File: config.mk
export PLATFORM = sky130hd
export DESIGN_NAME = mul_seg_approx_seq_flat
export DESIGN_NICKNAME = d
export VERILOG_FILES = /design/src/rtl/mul_seg_approx_seq_if.sv /design/src/rtl/mul_seg_approx_seq.sv /design/src/flat_wrapper.sv
export SDC_FILE = /design/constraint.sdc
export NUM_CORES = 1
export LEC_CHECK = 0
export BUFFER_PORTS_ARGS = -buffer_cell sky130_fd_sc_hd__clkbuf_2
export CORE_MARGIN = 4
export CORE_UTILIZATION = 40
export CTS_CLUSTER_SIZE = 24
export DETAILED_ROUTE_END_ITERATION = 16
export SLEW_MARGIN = 20
export SYNTH_ARGS = -nofsm -noshare
export SYNTH_HDL_FRONTEND = slang
export SYNTH_SLANG_ARGS = --single-unit
File: constraint.sdc
create_clock -name clk -period 14.95 [get_ports clk]
set_input_delay 2.99 -clock clk [delete_from_list [all_inputs] [get_ports clk]]
set_output_delay 2.99 -clock clk [all_outputs]
set_load 0.05 [all_outputs]
File: src/rtl/mul_seg_approx_seq_if.sv
// mul_seg_approx_seq_if
// Request/response bundle for the segmented approximate multiplier.
//   in_valid/in_ready : operand handshake (a, b, level)
//   out_valid/out_ready : result handshake (o)
// master drives requests and accepts results; slave is the multiplier.
interface mul_seg_approx_seq_if #(
    parameter int unsigned WIDTH = 16,
    parameter int unsigned SEG   = 4
);
    localparam int unsigned N  = WIDTH / SEG;
    localparam int unsigned LW = (N > 1) ? $clog2(N) : 1;

    logic                 in_valid;
    logic                 in_ready;
    logic [WIDTH-1:0]     a;
    logic [WIDTH-1:0]     b;
    logic [LW-1:0]        level;
    logic                 out_valid;
    logic                 out_ready;
    logic [2*WIDTH-1:0]   o;

    modport master (
        output in_valid, a, b, level, out_ready,
        input  in_ready, out_valid, o
    );

    modport slave (
        input  in_valid, a, b, level, out_ready,
        output in_ready, out_valid, o
    );
endinterface

File: src/rtl/mul_seg_approx_seq.sv
// mul_seg_approx_seq
// Sequential segmented approximate unsigned multiplier. Operands are split into
// SEG-bit segments; only the top (L+1)x(L+1) segment products are accumulated,
// one SEG x SEG product per cycle. L = N-1 gives the exact product.
// Ports:
//   clk    : rising-edge clock
//   rst    : asynchronous active-high reset
//   io_bus : slave side of mul_seg_approx_seq_if (operands, level, result)
module mul_seg_approx_seq #(
    parameter int unsigned WIDTH = 16,
    parameter int unsigned SEG   = 4
) (
    input  logic                  clk,
    input  logic                  rst,
    mul_seg_approx_seq_if.slave   io_bus
);
    localparam int unsigned N   = WIDTH / SEG;
    localparam int unsigned LW  = (N > 1) ? $clog2(N) : 1;
    localparam int unsigned SHW = $clog2(2 * WIDTH);
    localparam logic [LW-1:0] LAST = LW'(N - 1);

    typedef enum logic [1:0] {StIdle, StMul, StDone} state_e;

    state_e               r_state;
    logic [WIDTH-1:0]     r_a;
    logic [WIDTH-1:0]     r_b;
    logic [LW-1:0]        r_first;   // lowest segment index in use, N-1-L
    logic [LW-1:0]        r_i;
    logic [LW-1:0]        r_j;
    logic [2*WIDTH-1:0]   r_acc;
    logic [2*WIDTH-1:0]   r_o;
    logic                 r_in_ready;
    logic                 r_out_valid;

    logic [LW-1:0]        w_level;
    logic [LW-1:0]        w_first;
    logic [SEG-1:0]       w_ai;
    logic [SEG-1:0]       w_bj;
    logic [2*SEG-1:0]     w_prod;
    logic [SHW-1:0]       w_shamt;
    logic [2*WIDTH-1:0]   w_pp;
    logic [2*WIDTH-1:0]   w_sum;

    always_comb begin
        // Levels beyond N-1 (possible when N is not a power of two) clamp to exact.
        w_level = (io_bus.level > LAST) ? LAST : io_bus.level;
        w_first = LAST - w_level;
        w_ai    = r_a[SEG*int'(r_i) +: SEG];
        w_bj    = r_b[SEG*int'(r_j) +: SEG];
        w_prod  = w_ai * w_bj;
        w_shamt = SHW'(SEG * (int'(r_i) + int'(r_j)));
        w_pp    = (2*WIDTH)'(w_prod) << w_shamt;
        w_sum   = r_acc + w_pp;
    end

    always_ff @(posedge clk or posedge rst) begin
        if (rst) begin
            r_state     <= StIdle;
            r_a         <= '0;
            r_b         <= '0;
            r_first     <= '0;
            r_i         <= '0;
            r_j         <= '0;
            r_acc       <= '0;
            r_o         <= '0;
            r_in_ready  <= 1'b0;
            r_out_valid <= 1'b0;
        end else begin
            unique case (r_state)
                StIdle: begin
                    if (io_bus.in_valid && r_in_ready) begin
                        r_a        <= io_bus.a;
                        r_b        <= io_bus.b;
                        r_first    <= w_first;
                        r_i        <= w_first;
                        r_j        <= w_first;
                        r_acc      <= '0;
                        r_in_ready <= 1'b0;
                        r_state    <= StMul;
                    end else begin
                        // First cycle out of reset raises in_ready here.
                        r_in_ready <= 1'b1;
                    end
                end
                StMul: begin
                    r_acc <= w_sum;
                    if (r_j == LAST) begin
                        if (r_i == LAST) begin
                            r_o         <= w_sum;
                            r_out_valid <= 1'b1;
                            r_state     <= StDone;
                        end else begin
                            r_i <= r_i + 1'b1;
                            r_j <= r_first;
                        end
                    end else begin
                        r_j <= r_j + 1'b1;
                    end
                end
                StDone: begin
                    if (io_bus.out_ready) begin
                        r_out_valid <= 1'b0;
                        r_in_ready  <= 1'b1;
                        r_state     <= StIdle;
                    end
                end
                default: r_state <= StIdle;
            endcase
        end
    end

    assign io_bus.in_ready  = r_in_ready;
    assign io_bus.out_valid = r_out_valid;
    assign io_bus.o         = r_o;
endmodule

File: src/flat_wrapper.sv
// flat-port wrapper written by rule: the top's interface ports become plain ports
module mul_seg_approx_seq_flat 
#(
    parameter int unsigned WIDTH = 16,
    parameter int unsigned SEG   = 4
)
  (clk, rst, io_bus_in_valid, io_bus_a, io_bus_b, io_bus_level, io_bus_out_ready, io_bus_in_ready, io_bus_out_valid, io_bus_o);
  mul_seg_approx_seq_if #(.WIDTH(WIDTH), .SEG(SEG)) io_bus_i ();
  input  logic clk;
  input  logic rst;
  input wire logic [$bits(io_bus_i.in_valid)-1:0] io_bus_in_valid;
  input wire logic [$bits(io_bus_i.a)-1:0] io_bus_a;
  input wire logic [$bits(io_bus_i.b)-1:0] io_bus_b;
  input wire logic [$bits(io_bus_i.level)-1:0] io_bus_level;
  input wire logic [$bits(io_bus_i.out_ready)-1:0] io_bus_out_ready;
  output wire logic [$bits(io_bus_i.in_ready)-1:0] io_bus_in_ready;
  output wire logic [$bits(io_bus_i.out_valid)-1:0] io_bus_out_valid;
  output wire logic [$bits(io_bus_i.o)-1:0] io_bus_o;
  assign io_bus_i.in_valid = io_bus_in_valid;
  assign io_bus_i.a = io_bus_a;
  assign io_bus_i.b = io_bus_b;
  assign io_bus_i.level = io_bus_level;
  assign io_bus_i.out_ready = io_bus_out_ready;
  assign io_bus_in_ready = io_bus_i.in_ready;
  assign io_bus_out_valid = io_bus_i.out_valid;
  assign io_bus_o = io_bus_i.o;
  mul_seg_approx_seq #(.WIDTH(WIDTH), .SEG(SEG)) u_core (.clk(clk), .rst(rst), .io_bus(io_bus_i));
endmodule
==> flow_metrics.tcl, run 1 <==
set metrics [dict create \
    status "finished, final reports clean" \
    final.min_clock_period_ns 6.26 \
    grt-ovfl-total 0 \
    tritoncts "built" \
    rsz0062_at_grt "no" \
    yosysTopAreaCell "dfrtp_1" \
    setup_viol 0 \
    syn_inst 673 \
    maxCapViolCount 0 \
    grt_antenna_before_repair 0 \
    place.detailed.hpwl_um 11800 \
    whs_path_depth 2 \
    required_ns 15.16 \
    synthTopCellsByArea "dfrtp_1, ha_1, mux2_2, nand2_1, o21ai_0" \
    drt-initial-drc-count 204 \
    synth-seq-area-share 0.406 \
    cp-end-kind "register" \
    r2r_cells 20 \
    fin_crit_sh 0.419 \
    die_y_um 136 \
    critPathArrivalTime_ns 6.47 \
    synth_nets 763 \
    grt_start_max_net_pins 58 \
    grt_pass1_vias 5210 \
    crit_type "register to register" \
    hold_viol 0 \
    cp_max_fo 8 \
    dieArea_sq_um 18400 \
    io_buffers 71 \
    wl_per_cell_um 16.5 \
    gp_congestion 0.858 \
    core_region_area_sq_um 15900 \
    setup_ws_ns 8.69 \
    pre_cts_ws_ns 8.77 \
    hold_class "register to register" \
    cts_setup_buffers 0 \
    vias 5124 \
    slew_viol_final 0 \
    synth_cell_types 56 \
    n_antenna_cell 0 \
    skew_ns 0.0127 \
    synth_top_cell_area_share 0.406 \
    clkLatencyLatePin_ns 0.36 \
    syn_to_final_growth_pct 13.1 \
    fin_util 0.464 \
    fin_tns_setup_ns 0 \
    postCtsResizedCells 0 \
    die_width_um 136 \
    tightest_slew_ns 1.04 \
    clock_path_buffers 2 \
    grt_pass1_wl_um 25900 \
    vias_per_cell 5.41 \
    fmax_mhz 160 \
    top_level_ports 72 \
    clkSlewWorstSetupHoldPaths_ns 0.07 \
    track_usage 0.176 \
    drive_gt1_frac 0.205 \
    async_flop_share 1.00 \
    holdBufCountCts 0 \
    synth_area_per_cell_sq_um 9.71 \
    synth_seq_cells 106 \
    htree_levels 3 \
    clkSinkCount 106 \
    synth_top_flop_cell "dfrtp_1" \
    synth_edf_count 0 \
    cts_made_buffers 9 \
    drtPass1Iterations 4 \
    critPathLaunchType "register" \
    ant_nets 0 \
    drc 0 \
    synthesis.area_sq_um 6530 \
    yosysWarnings 0 \
    drt-total-wl_um 15600 \
    dp_cells 932 \
    layout.nets 817 \
    root_buffer "clkbuf_16" \
    relSlewSlack 0.306 \
    final_cell_count_no_fill 948 \
    rows 46 \
    start_util 0.410 \
]
==> synth_stat cells (all sizes together), types with 3 or more instances <==
master,count
a211oi,3
a21boi,3
a21o,11
a21oi,41
a22o,9
a31oi,6
and2,15
and3,7
buf,4
clkbuf,28
dfrtp,106
fa,6
ha,46
inv,21
mux2,39
mux2i,3
mux4,8
nand2,84
nand2b,8
nand3,13
nand4,7
nor2,44
nor2b,11
nor3,6
o2111ai,3
o211ai,7
o21a,4
o21ai,60
o21bai,4
o22ai,4
or2,4
xnor2,20
xor2,13
==> logic make-up (layout without fill, tap and decap cells) <==
kind of cell / Yosys count / after routing / synth area share
xor gates and xnor gates: 33 / 33 / 0.0442
buffers and inverters: 53 / 112 / 0.0306
adders and majority gates: 52 / 52 / 0.106
DFF: 106 / 106 / 0.406
and+or+nand+nor: 208 / 208 / 0.149
AOI/OAI and AO/OA: 171 / 171 / 0.164
muxes: 50 / 50 / 0.0994
==> worst paths after layout <==
check / start / end / slack (ns)
max: u_core.r_i[0] / u_core.io_bus.o[28] / 8.69
min: u_core.io_bus.o[23] / u_core.io_bus.o[23] / 0.48
max reg2reg: u_core.r_i[0] / u_core.io_bus.o[28] / 8.69
min reg2reg: u_core.io_bus.o[23] / u_core.io_bus.o[23] / 0.48
max in group asynchronous: rst / u_core.r_acc[25] / 11.08
min in group asynchronous: rst / u_core.r_a[12] / 2.68
==> layer usage <==
metal,part of all wire,track usage,routed length [um]
met1,0.46,0.232,7230
met5,0,0,0
met2,0.47,0.287,7310
met3,0.047,0.0379,730
met4,0.021,0.0605,323
==> critical path, stage by stage (launching register included) <==
cell	delay [ns]
dfrtp_1	0.56
mux4_2	0.64
nand2_1	0.13
fa_1	0.40
inv_1	0.09
fa_1	0.41
ha_1	0.30
a21oi_1	0.19
o211ai_1	0.16
and4b_1	0.23
nor3_1	0.57
nor2_1	0.13
ha_1	0.38
a21o_1	0.21
nor3b_1	0.13
o21a_1	0.19
o41a_1	0.53
a221o_1	0.36
a21oi_1	0.18
xor2_1	0.23
o21ai_1	0.08
==> through the flow <==
step                area [sq um]  hold WS (ns)
finish                      7390         0.477
global route                7390         0.508
CTS                         7390         0.485
detailed placement          7080         0.469
global placement            7080         0.461
floorplan                   6530         0.456
==> layout by cell type (no fill, tap or decap), types with 7 or more instances in the layout <==
| master | instances |
|---|---|
| nand4_1 | 7 |
| inv_1 | 20 |
| nand2_1 | 84 |
| nand3_1 | 12 |
| mux4_2 | 8 |
| o21ai_1 | 17 |
| a21oi_1 | 39 |
| mux2_2 | 39 |
| dfrtp_1 | 106 |
| o21ai_0 | 43 |
| a22o_1 | 9 |
| and2_1 | 15 |
| a21o_1 | 11 |
| ha_1 | 46 |
| clkbuf_16 | 9 |
| and3_1 | 7 |
| nor2_1 | 44 |
| clkbuf_2 | 71 |
| nor2b_1 | 11 |
| o211ai_1 | 7 |
| xor2_1 | 13 |
| nand2b_1 | 8 |
| xnor2_1 | 20 |
==> cell type report <==
type	instances	area, sq um
clock inverter	6	72.6
tap	216	270
sequential	106	2650
fill	1560	8550
clock buffer	10	239
inverter	21	81.3
multi-input combinational	514	3690
timing repair buffer	75	385
==> flip-flops by register name, summed over array words and instances, names as in the netlist <==
name                     flops
u_core.io_bus.in_ready       1
u_core.io_bus.o             32
u_core.io_bus.out_valid      1
u_core.r_a                  16
u_core.r_acc                32
u_core.r_b                  16
u_core.r_first               2
u_core.r_i                   2
u_core.r_j                   2
u_core.r_state               2
Power of run 1 is left out: the tool's default activity adds up to more than one toggle a clock period on the data nets, which glitch-free logic cannot reach.
==> run 2, diff against run 1 <==
==> constraint.sdc (replaced) <==
create_clock -name clk -period 5.3 [get_ports clk]
set_input_delay 1.06 -clock clk [delete_from_list [all_inputs] [get_ports clk]]
set_output_delay 1.06 -clock clk [all_outputs]
set_load 0.05 [all_outputs]
==> flow_metrics.tcl, run 2 (same netlist as run 1, synthesis figures left out) <==
set metrics [dict create \
    top_level_ports 72 \
    rows 46 \
    clkSinkCount 106 \
    cp_max_fo 5 \
    dieArea_sq_um 18400 \
    setup_viol 27 \
    cp-end-kind "register" \
    fmax_mhz 180 \
    grt_antenna_before_repair 0 \
    grt_pass1_vias 5696 \
    drtPass1Iterations 4 \
    tightest_slew_ns 0.805 \
    crit_type "register to register" \
    die_width_um 136 \
    holdBufCountCts 0 \
    tritoncts "built" \
    hold_viol 0 \
    grt-ovfl-total 0 \
    setup_ws_ns -0.270 \
    critPathLaunchType "register" \
    place.detailed.hpwl_um 12700 \
    vias_per_cell 5.31 \
    fin_crit_sh 1.05 \
    ant_nets 0 \
    root_buffer "clkbuf_16" \
    drt-total-wl_um 16800 \
    drt-initial-drc-count 348 \
    drive_gt1_frac 0.353 \
    cpPeakStageDelay_ns 0.56 \
    maxCapViolCount 0 \
    wl_per_cell_um 16.3 \
    required_ns 5.54 \
    most-common-layout-cells "dfrtp_1, buf_4, nand2_1, clkbuf_2, nor2_1" \
    grt_start_max_net_pins 67 \
    fin_tns_setup_ns -4.15 \
    status "complete, but fails checks" \
    cp_slowest_cell "mux4_2" \
    track_usage 0.192 \
    drc 0 \
    violations "negative setup slack" \
    skew_ns 0.0109 \
    io_buffers 71 \
    final_common_cell "dfrtp_1" \
    syn_to_final_growth_pct 29.2 \
    gp_congestion 0.878 \
    htree_levels 3 \
    fin_util 0.529 \
    critPathBufInv 1 \
    layout.nets 904 \
    clkLatencyLatePin_ns 0.36 \
    critical-path-top-delay-family "compound AO/OA/AOI/OAI gates" \
    vias 5500 \
    core_region_area_sq_um 15900 \
    relSlewSlack 0.463 \
    clkSlewWorstSetupHoldPaths_ns 0.08 \
    die_y_um 136 \
    cts_made_buffers 9 \
    fillers 1440 \
    grt_pass1_wl_um 28100 \
    cp_cell_sequence "mux4_2, nand2_2, fa_1, inv_1, fa_1, ha_1, a21oi_2, o211ai_1, a21oi_1, xor2_1, nor3_1, a21oi_1, nor2_1, ha_1, nand3_2, o211ai_1, o21a_1, o41a_1, a221o_1, a21oi_2, xor2_1, o21ai_1" \
    rsz0062_at_grt "yes" \
    critPathArrivalTime_ns 5.81 \
    hold_class "register to register" \
    n_antenna_cell 0 \
    slew_viol_final 0 \
    final.min_clock_period_ns 5.57 \
    start_util 0.410 \
    clock_path_buffers 2 \
]
-- run 2: changes by cell type in the layout (fill, tap and decap cells not counted), sizes merged --
cell / change
inv: +2
clkinvlp: -1
clkbuf: -1
buf: +87
-- run 2: repair_timing --
item | in CTS | in global routing
buffers inserted | 6 | 4
pin swaps | 26 | 31
endpoints found under the setup margin | 28 | 39
gates resized for setup | 23 | 50
endpoints found under the hold margin | 0 | 0
-- run 2: area by class of cell --
type	count	area (sq um)	area share
Multi-Input combinational cell	514	4060	0.481
Sequential cell	106	2660	0.315
Timing Repair Buffer	162	1060	0.125
Tap cell	216	270	0.0320
Clock buffer	9	225	0.0267
Clock inverter	7	90.1	0.0107
Inverter	21	81.3	0.00964
-- run 2: through the flow --
stage	std cells	setup WS [ns]	hold WS, ns	instance area, sq um
after floorplan	673	0.00798	0.454	6560
after global placement	1010	-0.145	0.462	7680
after detailed placement	1010	-0.308	0.467	7680
after CTS	1032	-0.105	0.487	8170
after global routing	1035	-0.525	0.511	8440
final	1035	-0.270	0.479	8440
-- run 2: final timing paths --
| path | cells past startpoint | startpoint | slack (ns) | to |
|---|---|---|---|---|
| worst max-delay path | 22 | u_core.r_j[0] | -0.27 | u_core.io_bus.o[28] |
| worst min-delay path | 2 | u_core.io_bus.o[23] | 0.48 | u_core.io_bus.o[23] |
| worst max register to register | 22 | u_core.r_j[0] | -0.27 | u_core.io_bus.o[28] |
| worst min register to register | 2 | u_core.io_bus.o[23] | 0.48 | u_core.io_bus.o[23] |
| max in group asynchronous | 3 | rst | 3.38 | u_core.io_bus.o[11] |
| min in group asynchronous | 2 | rst | 0.84 | u_core.io_bus.o[27] |
-- run 2: worst min-delay path: cells and delay by family (launching register included) --
kind / cells / cell delay [ns]
flops: 1 / 0.35
compound gates: 1 / 0.06
simple gates: 1 / 0.04
-- run 2: routing by layer --
layer / vias to the layer above / routed length (um) / global-route usage
met2: 137 / 8060 / 0.316
met3: 25 / 807 / 0.0394
met5: - / 0 / 0
met1: 2654 / 7630 / 0.249
li1: 2684 / - / -
met4: 0 / 344 / 0.0728
Power of run 2 is left out for the same reason.
